`config.mk`:
```
export PLATFORM = sky130hd
export DESIGN_NAME = clk_div_ctrl
export DESIGN_NICKNAME = d
export VERILOG_FILES = /design/src/rtl/clk_div_ctrl.sv
export SDC_FILE = /design/constraint.sdc
export NUM_CORES = 1
export LEC_CHECK = 0
export BUFFER_PORTS_ARGS = -buffer_cell sky130_fd_sc_hd__buf_2
export CORE_ASPECT_RATIO = 1.25
export CORE_MARGIN = 4
export CORE_UTILIZATION = 59
export CTS_BUF_LIST = sky130_fd_sc_hd__clkbuf_8
export DETAILED_ROUTE_END_ITERATION = 7
export PLACE_DENSITY = 0.87
export SYNTH_ARGS = -nofsm -noshare
export SYNTH_HDL_FRONTEND = slang
export SYNTH_SLANG_ARGS = --single-unit
```
`constraint.sdc`:
```
create_clock -name clk -period 2.9 [get_ports clk]
set_input_delay 0.435 -clock clk [delete_from_list [all_inputs] [get_ports clk]]
set_output_delay 0.435 -clock clk [all_outputs]
set_load 0.05 [all_outputs]
```
`src/rtl/clk_div_ctrl.sv`:
```
// Free-running clock divider and CPU clock controller: fast, slow, debounced
// single-step and hold modes, with glitch-free switching of a flop-driven clk_cpu.
module clk_div_ctrl #(
  parameter int CNT_W    = 32,
  parameter int FAST_BIT = 2,
  parameter int SLOW_BIT = 24,
  parameter int DB_CYC   = 1000000,
  parameter int STEP_HI  = 4
) (
  input  logic             clk,
  input  logic             rst,
  input  logic [1:0]       mode,
  input  logic             step_btn,
  output logic [CNT_W-1:0] clkdiv,
  output logic             clk_cpu,
  output logic             cpu_en,
  output logic [1:0]       mode_active
);
  localparam int DB_W = $clog2(DB_CYC + 1);
  localparam int ST_W = $clog2(STEP_HI + 1);
  localparam logic [DB_W-1:0] DB_LAST   = DB_W'(DB_CYC - 1);
  localparam logic [ST_W-1:0] STEP_LAST = ST_W'(STEP_HI - 1);
  localparam logic [1:0] M_FAST = 2'b00;
  localparam logic [1:0] M_SLOW = 2'b01;
  localparam logic [1:0] M_STEP = 2'b10;

  typedef enum logic [1:0] {
    RUN       = 2'd0,
    DRAIN     = 2'd1,
    PARK      = 2'd2,
    STEP_HIGH = 2'd3
  } state_t;

  logic [CNT_W-1:0] clkdiv_q, clkdiv_d;
  logic [1:0]       mode_m_q, mode_s_q;
  logic             btn_m_q, btn_s_q;
  logic             db_level_q, step_req_q;
  logic [DB_W-1:0]  db_cnt_q;
  state_t           state_q;
  logic [1:0]       mode_active_q;
  logic             clk_cpu_q, clk_cpu_d, cpu_en_q;
  logic [ST_W-1:0]  step_cnt_q;
  logic             src_fast, src_slow, src_old, src_new, step_go;

  function automatic logic src_of(input logic [1:0] m, input logic fast, input logic slow);
    case (m)
      M_FAST:  src_of = fast;
      M_SLOW:  src_of = slow;
      default: src_of = 1'b0;
    endcase
  endfunction

  assign clkdiv_d = clkdiv_q + CNT_W'(1);
  assign src_fast = clkdiv_q[FAST_BIT];
  assign src_slow = clkdiv_q[SLOW_BIT];
  assign src_old  = src_of(mode_active_q, src_fast, src_slow);
  assign src_new  = src_of(mode_s_q, src_fast, src_slow);
  assign step_go  = (mode_s_q == mode_active_q) && (mode_active_q == M_STEP) && step_req_q;

  // Free-running divider counter
  always_ff @(posedge clk or posedge rst) begin
    if (rst) clkdiv_q <= '0;
    else     clkdiv_q <= clkdiv_d;
  end

  // Two-stage synchronisers for the mode switches and the step button
  always_ff @(posedge clk or posedge rst) begin
    if (rst) begin
      mode_m_q <= 2'b00;
      mode_s_q <= 2'b00;
      btn_m_q  <= 1'b0;
      btn_s_q  <= 1'b0;
    end else begin
      mode_m_q <= mode;
      mode_s_q <= mode_m_q;
      btn_m_q  <= step_btn;
      btn_s_q  <= btn_m_q;
    end
  end

  // Debounce: accept a new level only after DB_CYC stable cycles; pulse on rising level
  always_ff @(posedge clk or posedge rst) begin
    if (rst) begin
      db_cnt_q   <= '0;
      db_level_q <= 1'b0;
      step_req_q <= 1'b0;
    end else begin
      step_req_q <= 1'b0;
      if (btn_s_q == db_level_q) begin
        db_cnt_q <= '0;
      end else if (db_cnt_q == DB_LAST) begin
        db_cnt_q   <= '0;
        db_level_q <= btn_s_q;
        step_req_q <= btn_s_q;
      end else begin
        db_cnt_q <= db_cnt_q + DB_W'(1);
      end
    end
  end

  // Next CPU clock level; DRAIN keeps following the old source so its high phase ends naturally
  always_comb begin
    clk_cpu_d = 1'b0;
    case (state_q)
      RUN: begin
        if (step_go) clk_cpu_d = 1'b1;
        else         clk_cpu_d = src_old;
      end
      DRAIN: clk_cpu_d = src_old;
      PARK:  clk_cpu_d = 1'b0;
      STEP_HIGH: begin
        if (step_cnt_q == STEP_LAST) clk_cpu_d = 1'b0;
        else                         clk_cpu_d = 1'b1;
      end
      default: clk_cpu_d = 1'b0;
    endcase
  end

  // Output FSM with registered clk_cpu, cpu_en and mode_active
  always_ff @(posedge clk or posedge rst) begin
    if (rst) begin
      state_q       <= RUN;
      mode_active_q <= M_FAST;
      clk_cpu_q     <= 1'b0;
      cpu_en_q      <= 1'b0;
      step_cnt_q    <= '0;
    end else begin
      clk_cpu_q <= clk_cpu_d;
      cpu_en_q  <= clk_cpu_d & ~clk_cpu_q;
      case (state_q)
        RUN: begin
          if (mode_s_q != mode_active_q) begin
            state_q <= DRAIN;
          end else if (step_go) begin
            state_q    <= STEP_HIGH;
            step_cnt_q <= '0;
          end else begin
            state_q <= RUN;
          end
        end
        DRAIN: begin
          if (!src_old) state_q <= PARK;
          else          state_q <= DRAIN;
        end
        PARK: begin
          // Re-loaded every cycle so a mode change while parked takes the latest request
          mode_active_q <= mode_s_q;
          if (!src_new) state_q <= RUN;
          else          state_q <= PARK;
        end
        STEP_HIGH: begin
          if (step_cnt_q == STEP_LAST) state_q <= RUN;
          else                         step_cnt_q <= step_cnt_q + ST_W'(1);
        end
        default: state_q <= RUN;
      endcase
    end
  end

  assign clkdiv      = clkdiv_q;
  assign clk_cpu     = clk_cpu_q;
  assign cpu_en      = cpu_en_q;
  assign mode_active = mode_active_q;

endmodule

```
==> impl_metrics.tcl, run 1 <==
set metrics [dict create \
    status "finished clean" \
    drtIter0Drc 105 \
    setup_viol 0 \
    finalSetupTns_ps 0 \
    dp.cells 380 \
    cp-start-kind "flip-flop" \
    tritoncts "yes" \
    syn_area_sq_um 3070 \
    cp.required_ps 3170 \
    hp-start "step_btn" \
    cts_hold_buffers 0 \
    synth_area_leaders "dfrtp_1 (56%), xnor2_1 (6.8%), xor2_1 (6.0%), nor2_1 (3.3%), nand2_1 (2.4%)" \
    p_sw_uw 610 \
    skew_ps 8.97 \
    syn_area_per_cell_sq_um 10.8 \
    async_flop_share_pct 100 \
    cts_buffer_depth 2 \
    leakage_uw 0.00170 \
    min_period_ps 2120 \
    core.rowCount 29 \
    place_congestion 0.767 \
    pwr-share-seq_pct 49.1 \
    post-route-cell-area_sq_um 3550 \
    ys_seq_area_share_pct 56.2 \
    io_buffers 40 \
    syn_nets 293 \
    ys_types 34 \
    internal_power_uw 1600 \
    clkPwrFrac_pct 38.0 \
    antenna_found_initial 0 \
    initial_core_util_pct 60.5 \
    synthTopCellsByCount "dfrtp_1 (69), nor2_1 (27), xnor2_1 (24), xor2_1 (21), nand2_1 (20)" \
    pin_count 41 \
    slowest_delay_ps 660 \
    power.density_nw_per_um2 622 \
    dieWidth_um 72.6 \
    synth_most_common_cell "dfrtp_1" \
    grt_usage_pct 20.1 \
    synth_edf_count 0 \
    maxSlewViolCount 0 \
    gr-total-overflow 0 \
    max_slew_margin_pct 43.4 \
    critPathLaunch "db_cnt_q[0]" \
    post_cts_resize_count 0 \
    ant_nets 0 \
    sw_frac_of_total_pct 27.7 \
    fin_cells 396 \
    timing.fmax_mhz 472 \
    drc_errors 0 \
    yosysTopAreaCell "dfrtp_1" \
    placed_area_sq_um 3330 \
    cp.arrival_ps 2390 \
    antenna_cells 0 \
    fill_cells 339 \
    whs_ps 200 \
    firstDrtPassIters 4 \
    synth_top_area_share_pct 56.2 \
    reg2reg_from "db_cnt_q[0]" \
    grt_pass1_wl_um 10000 \
    worstPathCellList "ha_1 > nand3_2 > or4_1 > or4_1 > a21oi_1" \
    fin_nets 338 \
    design_power_total_uw 2210 \
    clock_latency_ps 340 \
    irDropWorstVdd_mv 0.339 \
    grt_pass1_vias 2301 \
    combPwrFrac_pct 12.9 \
    routed_wl_um 5840 \
    dieArea_sq_um 6440 \
    synth_seq_cells 69 \
    hp-class "primary input to flip-flop" \
    yosysWarnings 0 \
    die_height_um 88.7 \
    worstMarginPinSlew_ps 849 \
    cts_setup_buffers 0 \
    finalCritPeriodShare_pct 73.1 \
    clkTransAtPathRegs_ps 80 \
    coreArea_sq_um 5080 \
    area_growth_pct 15.4 \
    clkSinkCount 69 \
    slowest_stage "or4_1" \
    ys.flop_type "dfrtp_1" \
    crit_top_cell "or4_1" \
    crit_fanout 7 \
    vias_per_cell 5.83 \
    cts.htree.levels 3 \
    layout-drive-gt1-share_pct 20.4 \
    cp-end-kind "flip-flop" \
    crit_type "flip-flop to flip-flop" \
    cts_buffers 9 \
    routedWlPerCell_um 14.7 \
    vias 2307 \
    rsz0062_at_grt "false" \
    post-dp-hpwl_um 3970 \
    grt_max_degree 70 \
    synth_cells 284 \
    clock-root-buffer "clkbuf_8" \
    drv_cap 0 \
    finalHoldViolCount 0 \
]
-- final timing paths --
check,to,slack (ps),cells past startpoint
max reg2reg,db_cnt_q[18],780,5
min,btn_m_q,200,1
max,db_cnt_q[18],780,5
max in group asynchronous,clkdiv[2],2010,3
min in group asynchronous,state_q[0],330,3
min reg2reg,btn_s_q,350,0
-- flip-flops by register name, indices dropped and copies added, names as in the netlist, 2 cells and up --
| register | cells |
|---|---|
| mode_active | 2 |
| clkdiv | 32 |
| mode_m_q | 2 |
| mode_s_q | 2 |
| state_q | 2 |
| step_cnt_q | 3 |
| db_cnt_q | 20 |
-- per-layer routing --
| metal | part of all wire (%) | vias up | GRT usage, % |
|---|---|---|---|
| met5 | 0 | - | 0 |
| met4 | 2.6 | 0 | 10.2 |
| met3 | 5.5 | 20 | 5.45 |
| met2 | 53 | 67 | 34.6 |
| met1 | 39 | 1141 | 22.8 |
| li1 | - | 1079 | - |
-- logic make-up after synthesis --
family / Yosys count / synth area share, %
AND/OR/NAND/NOR: 118 / 20.4
flip-flops: 69 / 56.2
XOR/XNOR: 45 / 12.8
buffers and inverters: 21 / 2.60
AO/OA/AOI/OAI: 20 / 3.87
multiplexers: 7 / 2.48
adder cells (fa/ha/maj): 4 / 1.63
-- power by group through the flow --
| stage | sequential (uW) | combinational, uW | clock [uW] |
|---|---|---|---|
| floorplan | 1180 | 139 | 0 |
| global placement | 1100 | 281 | 0 |
| detailed placement | 1100 | 289 | 0 |
| CTS | 1080 | 289 | 856 |
| global route | 1090 | 313 | 892 |
| finish | 1080 | 285 | 838 |
-- stage by stage --
step           setup WS, ps  util (%)
2_1_floorplan           725         -
3_3_place_gp            883      65.6
3_5_place_dp            801      65.6
4_1_cts                 767      69.8
5_1_grt                 682      69.8
6_report                781      69.8
-- critical path: cells and delay by family (launching register included) --
family | cells | cell delay [ps]
and+or+nand+nor | 3 | 1270
adders and majority gates | 1 | 230
DFF | 1 | 390
AOI/OAI and AO/OA | 1 | 160
-- layout by cell type (no fill, tap or decap), types with 2 or more instances in the layout --
master and n:
inv_1 14, clkbuf_8 9, and4_1 5, xor2_1 21, a21oi_1 8, buf_2 40
and3_1 2, or4_1 7, clkinv_2 2, o31ai_1 4, nor3_1 13, mux2i_1 2
nand2_1 20, nor4_1 11, ha_1 4, o21ai_0 5, nand4_1 7, clkinv_4 2
or3_1 3, nand3_2 2, bufinv_16 2, mux2_2 5, xnor2_1 24, dfrtp_1 69
nand3_1 12, nor2b_1 2, nor2_1 27
-- layout make-up --
cell class / count / area [sq um] / share of cell area [%]
sequential: 69 / 1730 / 48.7
multi-input combinational: 194 / 1270 / 35.7
clock inverter: 7 / 91.3 / 2.57
clock buffer: 9 / 124 / 3.49
inverter: 14 / 52.6 / 1.48
timing repair buffer: 41 / 208 / 5.86
tap: 62 / 77.6 / 2.19
Note: power is estimated with default switching activity, not from simulation.
==> inputs of run 2 (changes only) <==
--- a/config.mk
+++ b/config.mk
@@ -8,10 +8,10 @@
 export BUFFER_PORTS_ARGS = -buffer_cell sky130_fd_sc_hd__buf_2
 export CORE_ASPECT_RATIO = 1.25
 export CORE_MARGIN = 4
-export CORE_UTILIZATION = 59
+export CORE_UTILIZATION = 54
 export CTS_BUF_LIST = sky130_fd_sc_hd__clkbuf_8
 export DETAILED_ROUTE_END_ITERATION = 7
-export PLACE_DENSITY = 0.87
+export PLACE_DENSITY = 0.84
 export SYNTH_ARGS = -nofsm -noshare
 export SYNTH_HDL_FRONTEND = slang
 export SYNTH_SLANG_ARGS = --single-unit
==> constraint.sdc (replaced) <==
create_clock -name clk -period 1.8 [get_ports clk]
set_input_delay 0.27 -clock clk [delete_from_list [all_inputs] [get_ports clk]]
set_output_delay 0.27 -clock clk [all_outputs]
set_load 0.05 [all_outputs]
==> impl_metrics.tcl, run 2 (synthesized netlist as in run 1, its figures left out) <==
set metrics [dict create \
    die_height_um 92.4 \
    rrSetupSlack_ps 80 \
    antenna_found_initial 0 \
    clock-root-buffer "clkbuf_8" \
    min_period_ps 1720 \
    setup.worst_path.end "db_cnt_q[18]" \
    post-route-cell-area_sq_um 3760 \
    ant_nets 0 \
    hp-class "primary input to async pin" \
    cts.htree.levels 3 \
    grt_usage_pct 19.2 \
    max_slew_margin_pct 71.2 \
    status "finished, violations left" \
    maxSlewViolCount 0 \
    fill_cells 387 \
    fin_nets 360 \
    firstDrtPassIters 5 \
    final_core_util_pct 68.7 \
    core.rowCount 30 \
    critPathLaunch "db_cnt_q[7]" \
    dieWidth_um 75.5 \
    crit_type "flip-flop to flip-flop" \
    clkTransAtPathRegs_ps 70 \
    violations "negative hold slack" \
    final_cell_mix "dfrtp_1 (49), buf_2 (40), nor2_1 (27)" \
    worstMarginPinSlew_ps 426 \
    final_common_cell "dfrtp_1" \
    whs_ps -6.59 \
    cp_num_cells 4 \
    grt_pass1_vias 2392 \
    vias 2356 \
    drtIter0Drc 135 \
    drc_errors 0 \
    cp-start-kind "flip-flop" \
    skew_ps 6.74 \
    dieArea_sq_um 6970 \
    tritoncts "yes" \
    clkSinkCount 69 \
    placed_area_sq_um 3550 \
    cp_top_family "simple AND/OR/NAND/NOR gates" \
    pin_count 41 \
    cp-end-kind "flip-flop" \
    worstPathCellList "nand3_2 > or4_4 > or4_1 > a21oi_1" \
    cts_hold_buffers 0 \
    power.density_nw_per_um2 909 \
    grt_pass1_wl_um 10300 \
    cts_buffer_depth 2 \
    crit_fanout 5 \
    routedWlPerCell_um 14.8 \
    cp.required_ps 2070 \
    routed_wl_um 6200 \
    coreArea_sq_um 5480 \
    cts_buffers 9 \
    clock_latency_ps 350 \
    initial_core_util_pct 56.1 \
    area_growth_pct 22.4 \
    cp.arrival_ps 1990 \
    r2r-end "db_cnt_q[18]" \
    grt_max_degree 70 \
    post-dp-hpwl_um 4280 \
    io_buffers 40 \
    timing.fmax_mhz 583 \
    slowest_stage "or4_4" \
    place_congestion 0.849 \
    slowest_delay_ps 550 \
    reg2regPathDepth 4 \
    vias_per_cell 5.62 \
    finalCritPeriodShare_pct 95.4 \
    drv_cap 0 \
    irDropWorstVdd_mv 0.566 \
    path_buf_inv 0 \
    largest_register_ff_count 32 \
    leakage_uw 0.00178 \
    layout-drive-gt1-share_pct 32.1 \
    antenna_cells 0 \
    gr-total-overflow 0 \
    reg2reg_from "db_cnt_q[7]" \
    finalHoldViolCount 1 \
    setup_viol 0 \
]
## run 2: cell count changes in the layout (fill, tap and decap cells not counted), moves of 2 or more
cell and change:
buf_4 +21, clkinv_4 -2, dfrtp_1 -20, dfrtp_2 +20, inv_1 +2, or4_1 -3, or4_4 +3
## run 2: cell type report
type | count | area [sq um] | share of cell area [%]
Sequential cell | 69 | 1750 | 46.6
Multi-Input combinational cell | 194 | 1310 | 34.7
Timing Repair Buffer | 63 | 385 | 10.2
Clock buffer | 10 | 138 | 3.66
Tap cell | 64 | 80.1 | 2.13
Inverter | 14 | 56.3 | 1.50
Clock inverter | 5 | 46.3 | 1.23
## run 2: repair_timing
item                       in CTS  in global routing
setup endpoints to repair       2                 27
gates resized for setup         1                  5
setup buffers                   0                  0
pin swaps                       0                  1
## run 2: through the flow
stage / TNS (ps) / cells / setup WS [ps] / total power, uW
floorplan: -196 / 284 / -103 / 2120
global placement: 0 / 404 / 10.1 / 2230
detailed placement: -47.7 / 404 / -30.7 / 2250
CTS: 0 / 419 / 14.7 / 3440
global route: -19.8 / 419 / -13.4 / 3590
finish: 0 / 419 / 83.5 / 3420
## run 2: report_power, final
part | leakage [uW] | internal (uW) | switching, uW | total, uW
sequential | 0.000892 | 1650 | 99.1 | 1750
clock | 0.000106 | 653 | 539 | 1190
combinational | 0.000777 | 166 | 319 | 484
total | 0.00178 | 2460 | 957 | 3420
## run 2: layer usage
metal | wire length [um] | vias up | global-route usage, %
li1 | - | 1118 | -
met1 | 2480 | 1143 | 21.4
met2 | 3230 | 76 | 32.6
met3 | 335 | 19 | 6.08
met4 | 150 | 0 | 8.75
met5 | 0 | - | 0
## run 2: worst min-delay path by stage
stage	depth (start not counted)	slack [ps]	to
3_5_place_dp	0	340	mode_s_q[0]
6_report	3	-7	clkdiv[13]
4_1_cts	3	20	clkdiv[13]
2_1_floorplan	0	300	btn_m_q
3_3_place_gp	0	330	btn_s_q
5_1_grt	1	10	btn_m_q
## run 2: worst reg2reg max path, cell delays in order, from the launching register on
cell     delay (ps)
dfrtp_1         380
nand3_2         120
or4_4           550
or4_1           470
a21oi_1         120
==> inputs of run 3 (changes only) <==
--- a/config.mk
+++ b/config.mk
@@ -11,7 +11,7 @@
 export CORE_UTILIZATION = 54
 export CTS_BUF_LIST = sky130_fd_sc_hd__clkbuf_8
 export DETAILED_ROUTE_END_ITERATION = 7
-export PLACE_DENSITY = 0.84
+export PLACE_DENSITY_LB_ADDON = 0.1
 export SYNTH_ARGS = -nofsm -noshare
 export SYNTH_HDL_FRONTEND = slang
 export SYNTH_SLANG_ARGS = --single-unit
==> impl_metrics.tcl, run 3 (synthesized netlist as in run 1, its figures left out) <==
set metrics [dict create \
    status "finished clean" \
    setup_ws_ps 56.2 \
    gr-total-overflow 0 \
    grt_pass1_wl_um 9870 \
    cts_buffer_depth 2 \
    cp-start-kind "flip-flop" \
    firstDrtPassIters 4 \
    max_slew_margin_pct 63.9 \
    maxSlewViolCount 0 \
    dp.cells 405 \
    drv_cap 0 \
    cts_buffers 9 \
    largest_register_ff_count 32 \
    final_common_cell "dfrtp_1" \
    final-seq-area_sq_um 1750 \
    grt_max_degree 26 \
    area_growth_pct 26.5 \
    crit_fanout 5 \
    core.rowCount 30 \
    place_ws_ps -71.5 \
    clkSinkCount 69 \
    finalCritPeriodShare_pct 96.9 \
    skew_ps 10.5 \
    io_buffers 40 \
    clock_latency_ps 350 \
    worstMarginPinSlew_ps 540 \
    fin_cells 423 \
    sw_frac_of_total_pct 25.6 \
    design_power_total_uw 3930 \
    tritoncts "yes" \
    final_cell_mix "dfrtp_1 (49), buf_2 (40), nor2_1 (27)" \
    fill_cells 423 \
    ant_nets 0 \
    clock-root-buffer "clkbuf_8" \
    clkPwrFrac_pct 43.1 \
    coreArea_sq_um 5480 \
    routedWlPerCell_um 14.2 \
    drc_errors 0 \
    leakage_uw 0.00182 \
    initial_core_util_pct 56.1 \
    antenna_cells 0 \
    grt_pass1_vias 2253 \
    place_congestion 0.877 \
    vias 2319 \
    dieArea_sq_um 6970 \
    post-dp-hpwl_um 4260 \
    grt_usage_pct 18.6 \
    cts.htree.levels 3 \
    layout-drive-gt1-share_pct 34.3 \
    cp.arrival_ps 2020 \
    min_period_ps 1740 \
    cp-end-kind "flip-flop" \
    drtIter0Drc 100 \
    finalHoldViolCount 0 \
    dieWidth_um 75.5 \
    setup_viol 0 \
    hp-class "primary input to flip-flop" \
    cp.required_ps 2080 \
    whs_ps 29.3 \
    antenna_found_initial 0 \
    routed_wl_um 5990 \
    vias_per_cell 5.48 \
    power.density_nw_per_um2 1010 \
    die_height_um 92.4 \
    timing.fmax_mhz 573 \
    combPwrFrac_pct 12.4 \
    crit_type "flip-flop to flip-flop" \
    multiInputGateArea_sq_um 1320 \
    irDropWorstVdd_mv 0.658 \
    clkTransAtPathRegs_ps 70 \
    p_sw_uw 1000 \
    pin_count 41 \
    final_core_util_pct 71.0 \
    pwr-share-seq_pct 44.5 \
    internal_power_uw 2920 \
    fin_nets 363 \
]
## run 3: cell count changes in the layout (fill, tap and decap cells not counted)
| cell | delta |
|---|---|
| a21oi_1 | -1 |
| a21oi_2 | +1 |
| buf_4 | +2 |
| bufinv_16 | +3 |
| clkinv_4 | +1 |
| dlygate4sd3_1 | +1 |
| inv_1 | -3 |
| nor4_1 | -1 |
| nor4_2 | +1 |
| or4_1 | -1 |
| or4_4 | +1 |
## run 3: layout make-up
| type | instances | share of cell area, % |
|---|---|---|
| clock inverters | 6 | 3.44 |
| repair buffers | 66 | 10.6 |
| inverters | 14 | 1.45 |
| well taps | 64 | 2.06 |
| clock buffers | 10 | 3.54 |
| flip-flops and latches | 69 | 45.0 |
| multi-input cells | 194 | 33.9 |
## run 3: worst paths after layout
kind / cells past startpoint / start / to / slack, ps
setup reg to reg: 5 / db_cnt_q[0] / db_cnt_q[18] / 60
min in group asynchronous: 3 / rst / clkdiv[8] / 530
hold reg to reg: 0 / mode_m_q[1] / mode_s_q[1] / 350
max in group asynchronous: 4 / rst / clkdiv[22] / 730
setup / recovery: 5 / db_cnt_q[0] / db_cnt_q[18] / 60
hold / removal: 1 / mode[1] / mode_m_q[1] / 30
## run 3: stage by stage
step	area, sq um	TNS, ps
after floorplan	3120	-196
after global placement	3560	-0.110
after detailed placement	3560	-86.8
after CTS	3850	0
after global routing	3890	-108
final	3890	0
## run 3: layer usage
metal / vias to the layer above / part of all wire (%) / GRT usage (%)
met1: 1109 / 41 / 20.6
met2: 63 / 51 / 31.0
met5: - / 0 / 0
met3: 19 / 5.8 / 6.51
li1: 1128 / - / -
met4: 0 / 2.3 / 9.04
## run 3: power by group through the flow
stage                     sequential (uW)  combinational (uW)  clock (uW)
final                                1750                 486        1690
after global routing                 1760                 535        1800
after CTS                            1740                 493        1720
after detailed placement             1770                 490           0
after global placement               1770                 487           0
after floorplan                      1900                 224           0
## run 3: worst max-delay path, cell delays in order, from the launching register on
cell     delay (ps)
dfrtp_1         360
ha_2            190
nand3_2          60
or4_4           450
or4_4           500
a21oi_2         120
## run 3: what timing repair did
action                                 in CTS  in global routing
gates resized for setup                     2                  7
setup buffers                               0                  1
pin swaps                                   3                  2
endpoints found under the hold margin      22                  0
setup endpoints to repair                   2                 26
hold buffers                                1                  0
